## src/rtl/fetch_pkg.sv

```systemverilog
// Shared definitions for the instruction fetch path: word geometry, the
// buffered fetch entry, and word alignment of redirect targets.
package fetch_pkg;

    localparam int WORD_W      = 32;
    localparam int INSTR_BYTES = 4;

    localparam logic [0:WORD_W-1] DEFAULT_RESET_PC = 32'd0;

    typedef logic [0:WORD_W-1] word_t;

    typedef struct packed {
        word_t instr;
        word_t pc;
    } fetch_entry_t;

    // Bits [30:31] are the byte offset in big-endian numbering.
    function automatic word_t align_word(input word_t addr);
        return {addr[0:WORD_W-3], 2'b00};
    endfunction

endpackage

```

## src/rtl/fetch_fifo.sv

```systemverilog
// Instruction buffer between fetch and decode: DEPTH entries of
// {instruction, pc}, flushable in one cycle, head visible combinationally.
module fetch_fifo
    import fetch_pkg::*;
#(
    parameter int DEPTH = 4
) (
    input  logic                clk,
    input  logic                rst,
    input  logic                push,
    input  logic                pop,
    input  logic                flush,
    input  logic [0:2*WORD_W-1] din,
    output logic                full,
    output logic                empty,
    output logic [0:2*WORD_W-1] head
);

    localparam int            AW      = $clog2(DEPTH);
    localparam logic [AW:0]   PTR_ONE = (AW + 1)'(1);

    logic [AW:0]          wr_ptr;
    logic [AW:0]          rd_ptr;
    logic [0:2*WORD_W-1]  mem [DEPTH];
    logic                 do_push;
    logic                 do_pop;

    // Extra pointer bit distinguishes full from empty when the indices match.
    assign empty   = (wr_ptr == rd_ptr);
    assign full    = (wr_ptr[AW] != rd_ptr[AW]) && (wr_ptr[AW-1:0] == rd_ptr[AW-1:0]);
    assign do_push = push && !full && !flush;
    assign do_pop  = pop && !empty && !flush;

    always_ff @(posedge clk or negedge rst) begin
        if (!rst) begin
            wr_ptr <= '0;
            rd_ptr <= '0;
        end else if (flush) begin
            wr_ptr <= '0;
            rd_ptr <= '0;
        end else begin
            if (do_push) wr_ptr <= wr_ptr + PTR_ONE;
            if (do_pop)  rd_ptr <= rd_ptr + PTR_ONE;
        end
    end

    // NOTE: storage has no reset; the head is forced to zero while empty, so stale words never reach decode.
    always_ff @(posedge clk) begin
        if (do_push) mem[wr_ptr[AW-1:0]] <= din;
    end

    assign head = empty ? '0 : mem[rd_ptr[AW-1:0]];

endmodule

```

## src/rtl/instr_fetch_unit.sv

```systemverilog
// Fetch unit: owns the fetch PC, issues credit-limited word reads to
// instruction memory and queues the returned words for decode.
module instr_fetch_unit
    import fetch_pkg::*;
#(
    parameter logic [0:WORD_W-1] RESET_PC = DEFAULT_RESET_PC,
    parameter int                DEPTH    = 4
) (
    input  logic        clk,
    input  logic        rst,
    output logic        imem_req,
    output logic [0:31] imem_addr,
    input  logic        imem_gnt,
    input  logic [0:31] imem_rdata,
    input  logic        redirect,
    input  logic [0:31] redirect_pc,
    output logic [0:31] instr,
    output logic [0:31] instr_pc,
    output logic        instr_valid,
    input  logic        instr_ready
);

    localparam int            CW      = $clog2(DEPTH + 1);
    localparam logic [CW-1:0] CREDITS = CW'(DEPTH);

    word_t         pc;
    word_t         req_pc;
    logic          inflight;
    logic          discard;
    logic [CW-1:0] cnt;
    logic          grant;
    logic          push;
    logic          pop;
    logic          drop;
    logic          fifo_full;
    logic          fifo_empty;
    fetch_entry_t  push_entry;
    fetch_entry_t  head_entry;

    // Credits count buffered plus in-flight words, so a granted read always has a slot.
    assign imem_req   = rst && (cnt < CREDITS) && !redirect;
    assign imem_addr  = pc;
    assign grant      = imem_req && imem_gnt;
    assign push       = inflight && !discard && !fifo_full;
    assign drop       = inflight && discard;
    assign pop        = instr_valid && instr_ready && !redirect;
    assign push_entry = '{instr: imem_rdata, pc: req_pc};

    // NOTE: all state updates use non-blocking assignments so every register sees pre-edge values.
    always_ff @(posedge clk or negedge rst) begin
        if (!rst) begin
            pc       <= RESET_PC;
            req_pc   <= '0;
            inflight <= 1'b0;
            discard  <= 1'b0;
            cnt      <= '0;
        end else begin
            discard <= redirect;
            if (redirect) begin
                // The response landing on this edge is dropped together with the buffer.
                pc       <= align_word(redirect_pc);
                inflight <= 1'b0;
                cnt      <= '0;
            end else begin
                inflight <= grant;
                if (grant) begin
                    req_pc <= pc;
                    pc     <= pc + word_t'(INSTR_BYTES);
                end
                cnt <= cnt + CW'(grant) - CW'(pop) - CW'(drop);
            end
        end
    end

    fetch_fifo #(
        .DEPTH (DEPTH)
    ) u_fifo (
        .clk   (clk),
        .rst   (rst),
        .push  (push),
        .pop   (pop),
        .flush (redirect),
        .din   (push_entry),
        .full  (fifo_full),
        .empty (fifo_empty),
        .head  (head_entry)
    );

    assign instr_valid = !fifo_empty;
    assign instr       = head_entry.instr;
    assign instr_pc    = head_entry.pc;

endmodule

```

## config.mk

```make
export PLATFORM = sky130hd
export DESIGN_NAME = instr_fetch_unit
export DESIGN_NICKNAME = d
export VERILOG_FILES = /design/src/rtl/fetch_pkg.sv /design/src/rtl/fetch_fifo.sv /design/src/rtl/instr_fetch_unit.sv
export SDC_FILE = /design/constraint.sdc
export NUM_CORES = 1
export LEC_CHECK = 0
export ABC_AREA = 1
export CORE_MARGIN = 2
export CORE_UTILIZATION = 35
export DETAILED_ROUTE_END_ITERATION = 10
export MAX_ROUTING_LAYER = met4
export SYNTH_ARGS = -nofsm -noshare
export SYNTH_HDL_FRONTEND = slang
export SYNTH_HIERARCHICAL = 1
export SYNTH_SLANG_ARGS = --single-unit
```

## constraint.sdc

```tcl
create_clock -name clk -period 7.65 [get_ports clk]
set_clock_uncertainty 0.15 [all_clocks]
set_input_delay 0.765 -clock clk [delete_from_list [all_inputs] [get_ports clk]]
set_output_delay 0.765 -clock clk [all_outputs]
set_load 0.03 [all_outputs]
```

# == Yosys cells after proc, flatten, opt, wreduce, memory -nomap -nowiden ==
# Memory sizes are Yosys's and may differ from the RTL's.
# Cells that the tools add are included.
# classes
add_sub_neg,6
n_mul,0
n_div,0
order_cmp,1
eq_ne,3
shift,0
mux,11
bitwise,1
n_reduce_logical,21
# op_table
cell,n
32-bit 2-to-1 mux,2
64-bit 2-to-1 mux,1
"32-bit by 3-bit adder with 32-bit output, second input constant",1
3-bit 2-to-1 mux,5
1-bit logical AND,13
"3-bit by 1-bit adder with 3-bit output, second input constant",2
2-bit nonzero test,3
3-bit by 1-bit subtractor with 3-bit output,2
1-bit zero test,4
3-bit by 1-bit adder with 3-bit output,1
3-bit == test,1
"3-bit < comparator, second input constant",1
1-bit 2-to-1 mux,3
2-bit == test,1
2-bit AND reduction,1
1-bit != test,1
1-bit inverter,1
# totals
ff_bits,75
latch_bits,0
ramBits,256
mem_bits_ro,0
inputBits,69
out_inout_bits,98
elab_cells,51
n_memories,1
# memory_table
name,depth,width,rd,rd_clocked_by_memory_dff,write_ports,line,rtl
u_fifo.mem,4,64,1,0,1,fetch_fifo.sv:24,logic [0:2*WORD_W-1] mem [DEPTH];

# == Logic depth before layout (Yosys ltp) ==
# Gate-level depths: netlist of the first run.
# logic_depth
word_depth,8
mapped_depth,17
mapped_depth_nobuf,14

# == Modules after synthesis ==
# The synthesis of the first run kept the hierarchy.
# modules_own_cells
mod,n_inst,cells_each,area_per_inst_um2,seq_area_each_um2
fetch_fifo,1,819,10393.7,7837.5
instr_fetch_unit,1,506,3707.3,1626.6

# == Least setup slack after synthesis of the first run ==
# OpenSTA, ideal clock, no wires.
# synth_path
path_type,register -> register
start,register u_fifo.rd_ptr[0]
end,memory u_fifo/mem[0][0] in the netlist's numbering (enable)
setup_ns,0.487
t_arrival_ns,4.206
required_ns,7.013
setup_slack_ns,2.807
path_stages_with_launch,10
path_buffers,1
synth_period_minus_slack_ns,4.843
path_cell_list,dfrtp_1 -> buf_4 -> inv_2 -> nand2_1 -> nand2_1 -> nand3_1 -> inv_1 -> nor3b_1 -> nand3_1 -> nor2_1
# synth_between
elab_chain_cells,8
# synth_rtl
item,line,rtl
start: declaration,fetch_fifo.sv:23,logic [AW:0] rd_ptr;
start signal: assignment,fetch_fifo.sv:43,if (do_pop) rd_ptr <= rd_ptr + PTR_ONE;
2-bit == test,fetch_fifo.sv:30,assign full = (wr_ptr[AW] != rd_ptr[AW]) && (wr_ptr[AW-1:0] == rd_ptr[AW-1:0]);
1-bit logical AND,fetch_fifo.sv:30,
named net fifo_full,instr_fetch_unit.sv:35,logic fifo_full;
1-bit zero test,instr_fetch_unit.sv:44,assign push = inflight && !discard && !fifo_full;
1-bit logical AND,instr_fetch_unit.sv:44,
named net push,instr_fetch_unit.sv:32,logic push;
1-bit logical AND (2 in series),fetch_fifo.sv:31,assign do_push = push && !full && !flush;
1-bit 2-to-1 mux,fetch_fifo.sv:49,if (do_push) mem[wr_ptr[AW-1:0]] <= din;
1-bit 2-to-1 mux (not written as such),fetch_fifo.sv:49,
end: declaration,fetch_fifo.sv:24,
# The timed path passes the listed nets, and every way through them passes these cells.

# == Worst setup path after layout of the first run ==
# layout_path
start,register u_fifo.rd_ptr[0]
end,memory u_fifo/mem[3][55] in the netlist's numbering (enable)
# The elaborated chain is that of the path after synthesis.

==> out/metrics.csv, run 1 <==
metric,value,unit
final setup violation count,0,
postcts setup bufs,0,
port buffer count,162,
Mapped Cells,1325,
cts hold-fix bufs,0,
Post-Syn Area per Cell,10.6,sq um
Pleak,6.79,nW
fin cells,2030,
CP bufs+invs,3,
Die Y,205,um
library cells used by synthesis,36,
"CP delay by family, top",simple AND/OR/NAND/NOR gates,
sequential power share,0.518,
pin count of the biggest net entering global routing,73,
critical path depth,9,
# nets final,1558,
min-delay worst type,input pin to asynchronous set/reset pin,
pre-CTS WS,2.69,ns
CTS sink count,327,
Peak supply drop,0.118,mV
worst r2r src,u_fifo/rd_ptr[0],
Yosys Warn Count,6,
Initial Util,0.355,
Clock Pin Slew Worst Setup and Hold Paths,0.06,ns
Final Max Tran Viols,0,
R2R Setup Slk,2.75,ns
Max Cap Viol,0,
Antenna Violating Nets Remaining,0,
r2r endpoint,u_fifo/mem[3][55],
GPL Wtd Cong,0.817,
leading area contributor after synthesis,edfxtp_1,
initial antenna violation count,0,
# rows,73,
RSZ-0062 raised after global routing,false,
final core occ,0.436,
Critical Path Start Type,flip-flop,
FMAX,204,MHz
DR vias,9853,
drt total wl,34200,um
core area,39700,sq um
dpl cells,1965,
Logic pwr share,0.074,
chip width,205,um
crit path kind,flip-flop to flip-flop,
clk root buf,clkbuf_16,
Sw Ratio,0.233,
layout cells sized above 1,0.0684,
Die ar.,41900,sq um
Setup TNS,0,ns
Total Power,0.00404,W
I/O pin cnt,167,
diode count,0,
Longest Clk Path Bufs,3,
Clk pwr share,0.408,
Synth Cell Area,14100,sq um
Slew headroom,0.355,
CTS buffer count,37,
PwrDens,233,nW/um^2
GRT Total Usage,0.167,
H-Tree Depth,2,
CP max-delay cell,dfrtp_4,
minimum clock period,4.90,ns
WP data required,7.63,ns
internal power consumption,0.00310,W
ranking of synthesized cells by area,"edfxtp_1 55%, dfrtp_1 13%, nor2_1 6.1%, nand2_1 5.8%, o21ai_0 3.6%",
Yosys top cell area share,0.545,
Area Growth Syn to Fin,22.7,%
GR Overflow Total,0,
depth of the worst register-to-register path,9,
Post-DP HPWL,20400,um
worst-margin pin slew,0.965,ns
period utilization,0.640,
Final Hold Fails,0,
fill count,3805,
Worst Setup SP,u_fifo/rd_ptr[0],
CP endpoint kind,flip-flop,
Crit path arrival time,4.88,ns
DRC,0,
CP Max Fanout,67,
DR iter-0 viols,613,
status,completed,
WL/cell,16.8,um
post-cts resize count,0,
post-synthesis sequential area ratio,0.671,
critical path's largest stage delay,0.88,ns
Net Sw Power,0.000941,W
CP Capture Point,u_fifo/mem[3][55],
"flops & latches, synth",327,
first-pass GRT wire length,52900,um
first drt pass iteration count,5,
drt via density,4.85,
crit-path cells,inv_4 > nand2_1 > nand2_1 > nand3_1 > inv_1 > nor3b_1 > nand3_1 > nor2_4 > buf_4,
"Clk Latency, worst-skew pair",0.52,ns
CTS tree,done,
vias in the first global route,9441,
final worst setup slack,2.75,ns
## worst min path at each step
stage                from           endpoint  slack [ns]
5_1_grt               rst      imem_addr[20]        0.03
3_3_place_gp   req_pc[11]  u_fifo/mem[1][11]        0.34
3_5_place_dp   req_pc[12]  u_fifo/mem[3][12]        0.35
6_report              rst      imem_addr[20]        0.02
2_1_floorplan         rst             cnt[0]        0.32
4_1_cts               rst      imem_addr[20]        0.01
## power groups by stage
stage,clock (W),sequential [W],combinational (W)
finish,0.00165,0.00209,0.000299
detailed placement,0,0.00213,0.000300
global placement,0,0.00212,0.000295
floorplan,0,0.00213,0.000136
CTS,0.00169,0.00209,0.000303
global route,0.00176,0.00210,0.000329
## cell type report
type | count | area [sq um] | area share
clock inverter | 13 | 85.1 | 0.00492
sequential | 327 | 9470 | 0.547
multi-input combinational | 805 | 3820 | 0.221
clock buffer | 52 | 1050 | 0.0610
inverter | 134 | 510 | 0.0295
tap | 525 | 657 | 0.0380
timing repair buffer | 174 | 1710 | 0.0986
## synthesized netlist by cell type, drive strengths merged
cell type and number:
edfxtp 256, nor2 242, nand2 219, o21ai 157
inv 134, dfrtp 71, o22ai 64, nand3 56
buf 41, clkbuf 27, a21oi 13, o21a 13
ha 9, nand4 8, xor2 6, a22oi 2
o211ai 2, and2 1, conb 1, fa 1
nor3 1, nor3b 1
## kinds of logic (layout without fill, tap and decap cells)
kind of cell    count (synthesis)  in the layout  synth area share
compound gates                251            251            0.0986
xor+xnor                        6              6           0.00373
simple gates                  528            528             0.154
fa+ha+maj                      10             10           0.00941
other cells                     1             10          0.000266
buf+inv                       202            373            0.0628
flops                         327            327             0.671
## worst reg2reg max path: cells and delay by family (launching register included)
kind | cells | cell delay (ns)
buf+inv | 3 | 1.10
flops | 1 | 0.88
simple gates | 6 | 2.29
## cell usage in the layout (no fill, tap or decap), drive strengths merged
master and instances:
clkdlybuf4s50 161, clkinv 8, ha 9, nand4 8, a22oi 2, clkbuf 52
nor3 1, nor3b 1, fa 1, xor2 6, buf 13, and2 1
o211ai 2, o22ai 64, conb 10, o21ai 157, a21oi 13, edfxtp 256
o21a 13, dfrtp 71, clkinvlp 2, inv 137, nand2 219, nand3 56
nor2 242
## registers in the layout (all words and copies together) (netlist names)
signal / count
u_fifo/mem: 256
imem_addr: 30
req_pc: 30
cnt: 3
u_fifo/rd_ptr: 3
u_fifo/wr_ptr: 3
discard: 1
inflight: 1
## metrics by stage
| step | cell area, sq um | hold slack, ns |
|---|---|---|
| 2_1_floorplan | 14100 | 0.319 |
| 3_3_place_gp | 16200 | 0.342 |
| 3_5_place_dp | 16200 | 0.349 |
| 4_1_cts | 17300 | 0.0110 |
| 5_1_grt | 17300 | 0.0302 |
| 6_report | 17300 | 0.0190 |
## layer usage
layer / up-vias / GRT usage / part of all wire
met1: 4703 / 0.222 / 0.45
met4: 0 / 0.0430 / 0.019
met3: 50 / 0.0229 / 0.056
met2: 305 / 0.271 / 0.47
li1: 4795 / - / -
met5: - / - / 0
Note: power is estimated with default switching activity, not from simulation.
==> run 2, diff against run 1 <==
==> constraint.sdc (replaced) <==
create_clock -name clk -period 4.35 [get_ports clk]
set_clock_uncertainty 0.15 [all_clocks]
set_input_delay 0.435 -clock clk [delete_from_list [all_inputs] [get_ports clk]]
set_output_delay 0.435 -clock clk [all_outputs]
set_load 0.03 [all_outputs]
==> run 2 against run 1 <==
Total power grew 77%. Cell count grew 0.25%. Highest routed layer unchanged. Worst setup slack lost 2.4 ns. Hold slack gained 0.30 ns. Flip-flop and latch count is the same. Critical path depth shrank 3. Routed wire length grew 0.29%. Utilization grew 0.28 points. Sequential share of layout area shrank 0.35 points. Register-to-register slack lost 1.7 ns.
==> out/metrics.csv, run 2 (same netlist as run 1, synthesis figures left out) <==
metric,value,unit
Clk pwr share,0.413,
Longest Clk Path Bufs,3,
Crit path arrival time,3.39,ns
Critical Path Start Type,flip-flop,
layout cells sized above 1,0.0682,
Final Hold Fails,0,
R2R Setup Slk,1.02,ns
CP max-delay cell,buf_4,
CTS sink count,327,
Sw Ratio,0.230,
min-delay worst type,input pin to flip-flop,
initial antenna violation count,0,
drt via density,4.88,
"Design Area, Final",17400,sq um
hold path startpoint,redirect_pc[29],
Setup TNS,0,ns
CTS tree,done,
minimum clock period,3.98,ns
post-cts resize count,0,
dpl cells,1971,
Max Cap Viol,0,
Initial Util,0.355,
final core occ,0.438,
Clock Pin Slew Worst Setup and Hold Paths,0.06,ns
"commonest non-fill, non-tap cell in the layout",edfxtp_1,
max FFs per register,256,
first-pass GRT wire length,53400,um
diode count,0,
vias in the first global route,9651,
worst hold path depth,3,
worst-margin pin slew,1.10,ns
Placed Instance Area,16300,sq um
FMAX,251,MHz
I/O pin cnt,167,
sequential power share,0.514,
GR Overflow Total,0,
DR vias,9923,
DR iter-0 viols,659,
M2 GR Usage,0.268,
Top Usage Layer GRT,met2,
Die Y,205,um
CP endpoint kind,primary output,
status,completed,
core area,39700,sq um
RSZ-0062 raised after global routing,false,
critical path's largest stage delay,0.90,ns
port buffer count,162,
crit path kind,flip-flop to primary output,
Area Growth Syn to Fin,23.5,%
# nets final,1564,
M1 GR Usage,0.230,
Net Sw Power,0.00164,W
Final Max Tran Viols,0,
CP Max Fanout,106,
GPL Wtd Cong,0.837,
met3 Use GR,0.0227,
hold endpoint,imem_addr[29],
DRC,0,
WP data required,3.76,ns
Logic pwr share,0.073,
first drt pass iteration count,4,
chip width,205,um
final setup violation count,0,
fin cells,2035,
pre-CTS WS,0.866,ns
Pleak,6.84,nW
crit-path cells,buf_4 > o21ai_0 > o22ai_1 > nand2_1 > inv_1 > clkdlybuf4s50_1,
Post-DP HPWL,21000,um
"Clk Latency, worst-skew pair",0.50,ns
GRT Total Usage,0.168,
CP bufs+invs,3,
final worst setup slack,0.373,ns
Antenna Violating Nets Remaining,0,
clk root buf,clkbuf_16,
"CP delay by family, top",buffers and inverters,
worst r2r src,u_fifo/rd_ptr[0],
depth of the worst register-to-register path,9,
H-Tree Depth,2,
r2r endpoint,u_fifo/mem[0][45],
most frequent cells in the layout,"256 x edfxtp_1, 226 x nor2_1, 218 x nand2_1, 161 x clkdlybuf4s50_1, 121 x inv_1",
CTS buffer count,36,
# rows,73,
pin count of the biggest net entering global routing,130,
Die ar.,41900,sq um
internal power consumption,0.00551,W
period utilization,0.914,
Slew headroom,0.264,
Peak supply drop,0.239,mV
Worst Setup SP,u_fifo/rd_ptr[0],
WL/cell,16.8,um
drt total wl,34300,um
PwrDens,411,nW/um^2
==> run 2: metrics by stage <==
step,hold WS (ns),power (W)
5_1_grt,0.357,0.00744
3_3_place_gp,0.348,0.00426
4_1_cts,0.298,0.00725
6_report,0.317,0.00716
3_5_place_dp,0.356,0.00427
2_1_floorplan,-0.0106,0.00399
==> run 2: worst max-delay path by stage <==
stage                        to  depth (start not counted)
2_1_floorplan  u_fifo/mem[0][0]                          9
6_report           instr_pc[29]                          6
3_5_place_dp        instr_pc[2]                          6
4_1_cts             instr_pc[2]                          6
3_3_place_gp        instr_pc[2]                          6
5_1_grt             instr_pc[2]                          6
==> run 2: cell type report <==
type | count | area, sq um
clock buffers | 48 | 1020
multi-input cells | 805 | 3820
clock inverters | 15 | 128
repair buffers | 181 | 1810
flip-flops and latches | 327 | 9470
fillers | 3807 | 22300
inverters | 134 | 510
well taps | 525 | 657
==> run 2: tightest hold or removal path, delay by kind of cell <==
family / cells / cell delay, ns
buffers and inverters: 1 / 0.39
and+or+nand+nor: 2 / 0.10
==> run 2: what timing repair did <==
action / in CTS / in global routing
setup buffers: 0 / 0
hold buffers: 1 / 0
endpoints found under the hold margin: 23 / 0
==> run 2: power groups by stage <==
stage,Combinational (W),Sequential [W],Clock [W]
finish,0.000525,0.00368,0.00295
global route,0.000578,0.00370,0.00316
CTS,0.000533,0.00368,0.00304
detailed placement,0.000528,0.00374,0
global placement,0.000522,0.00373,0
floorplan,0.000239,0.00375,0
==> run 2: per-layer routing <==
metal	up-vias	part of all wire	routed length, um
li1	4827	-	-
met1	4749	0.45	15500
met2	297	0.47	16100
met3	50	0.059	2020
met4	0	0.020	672
met5	-	0	0
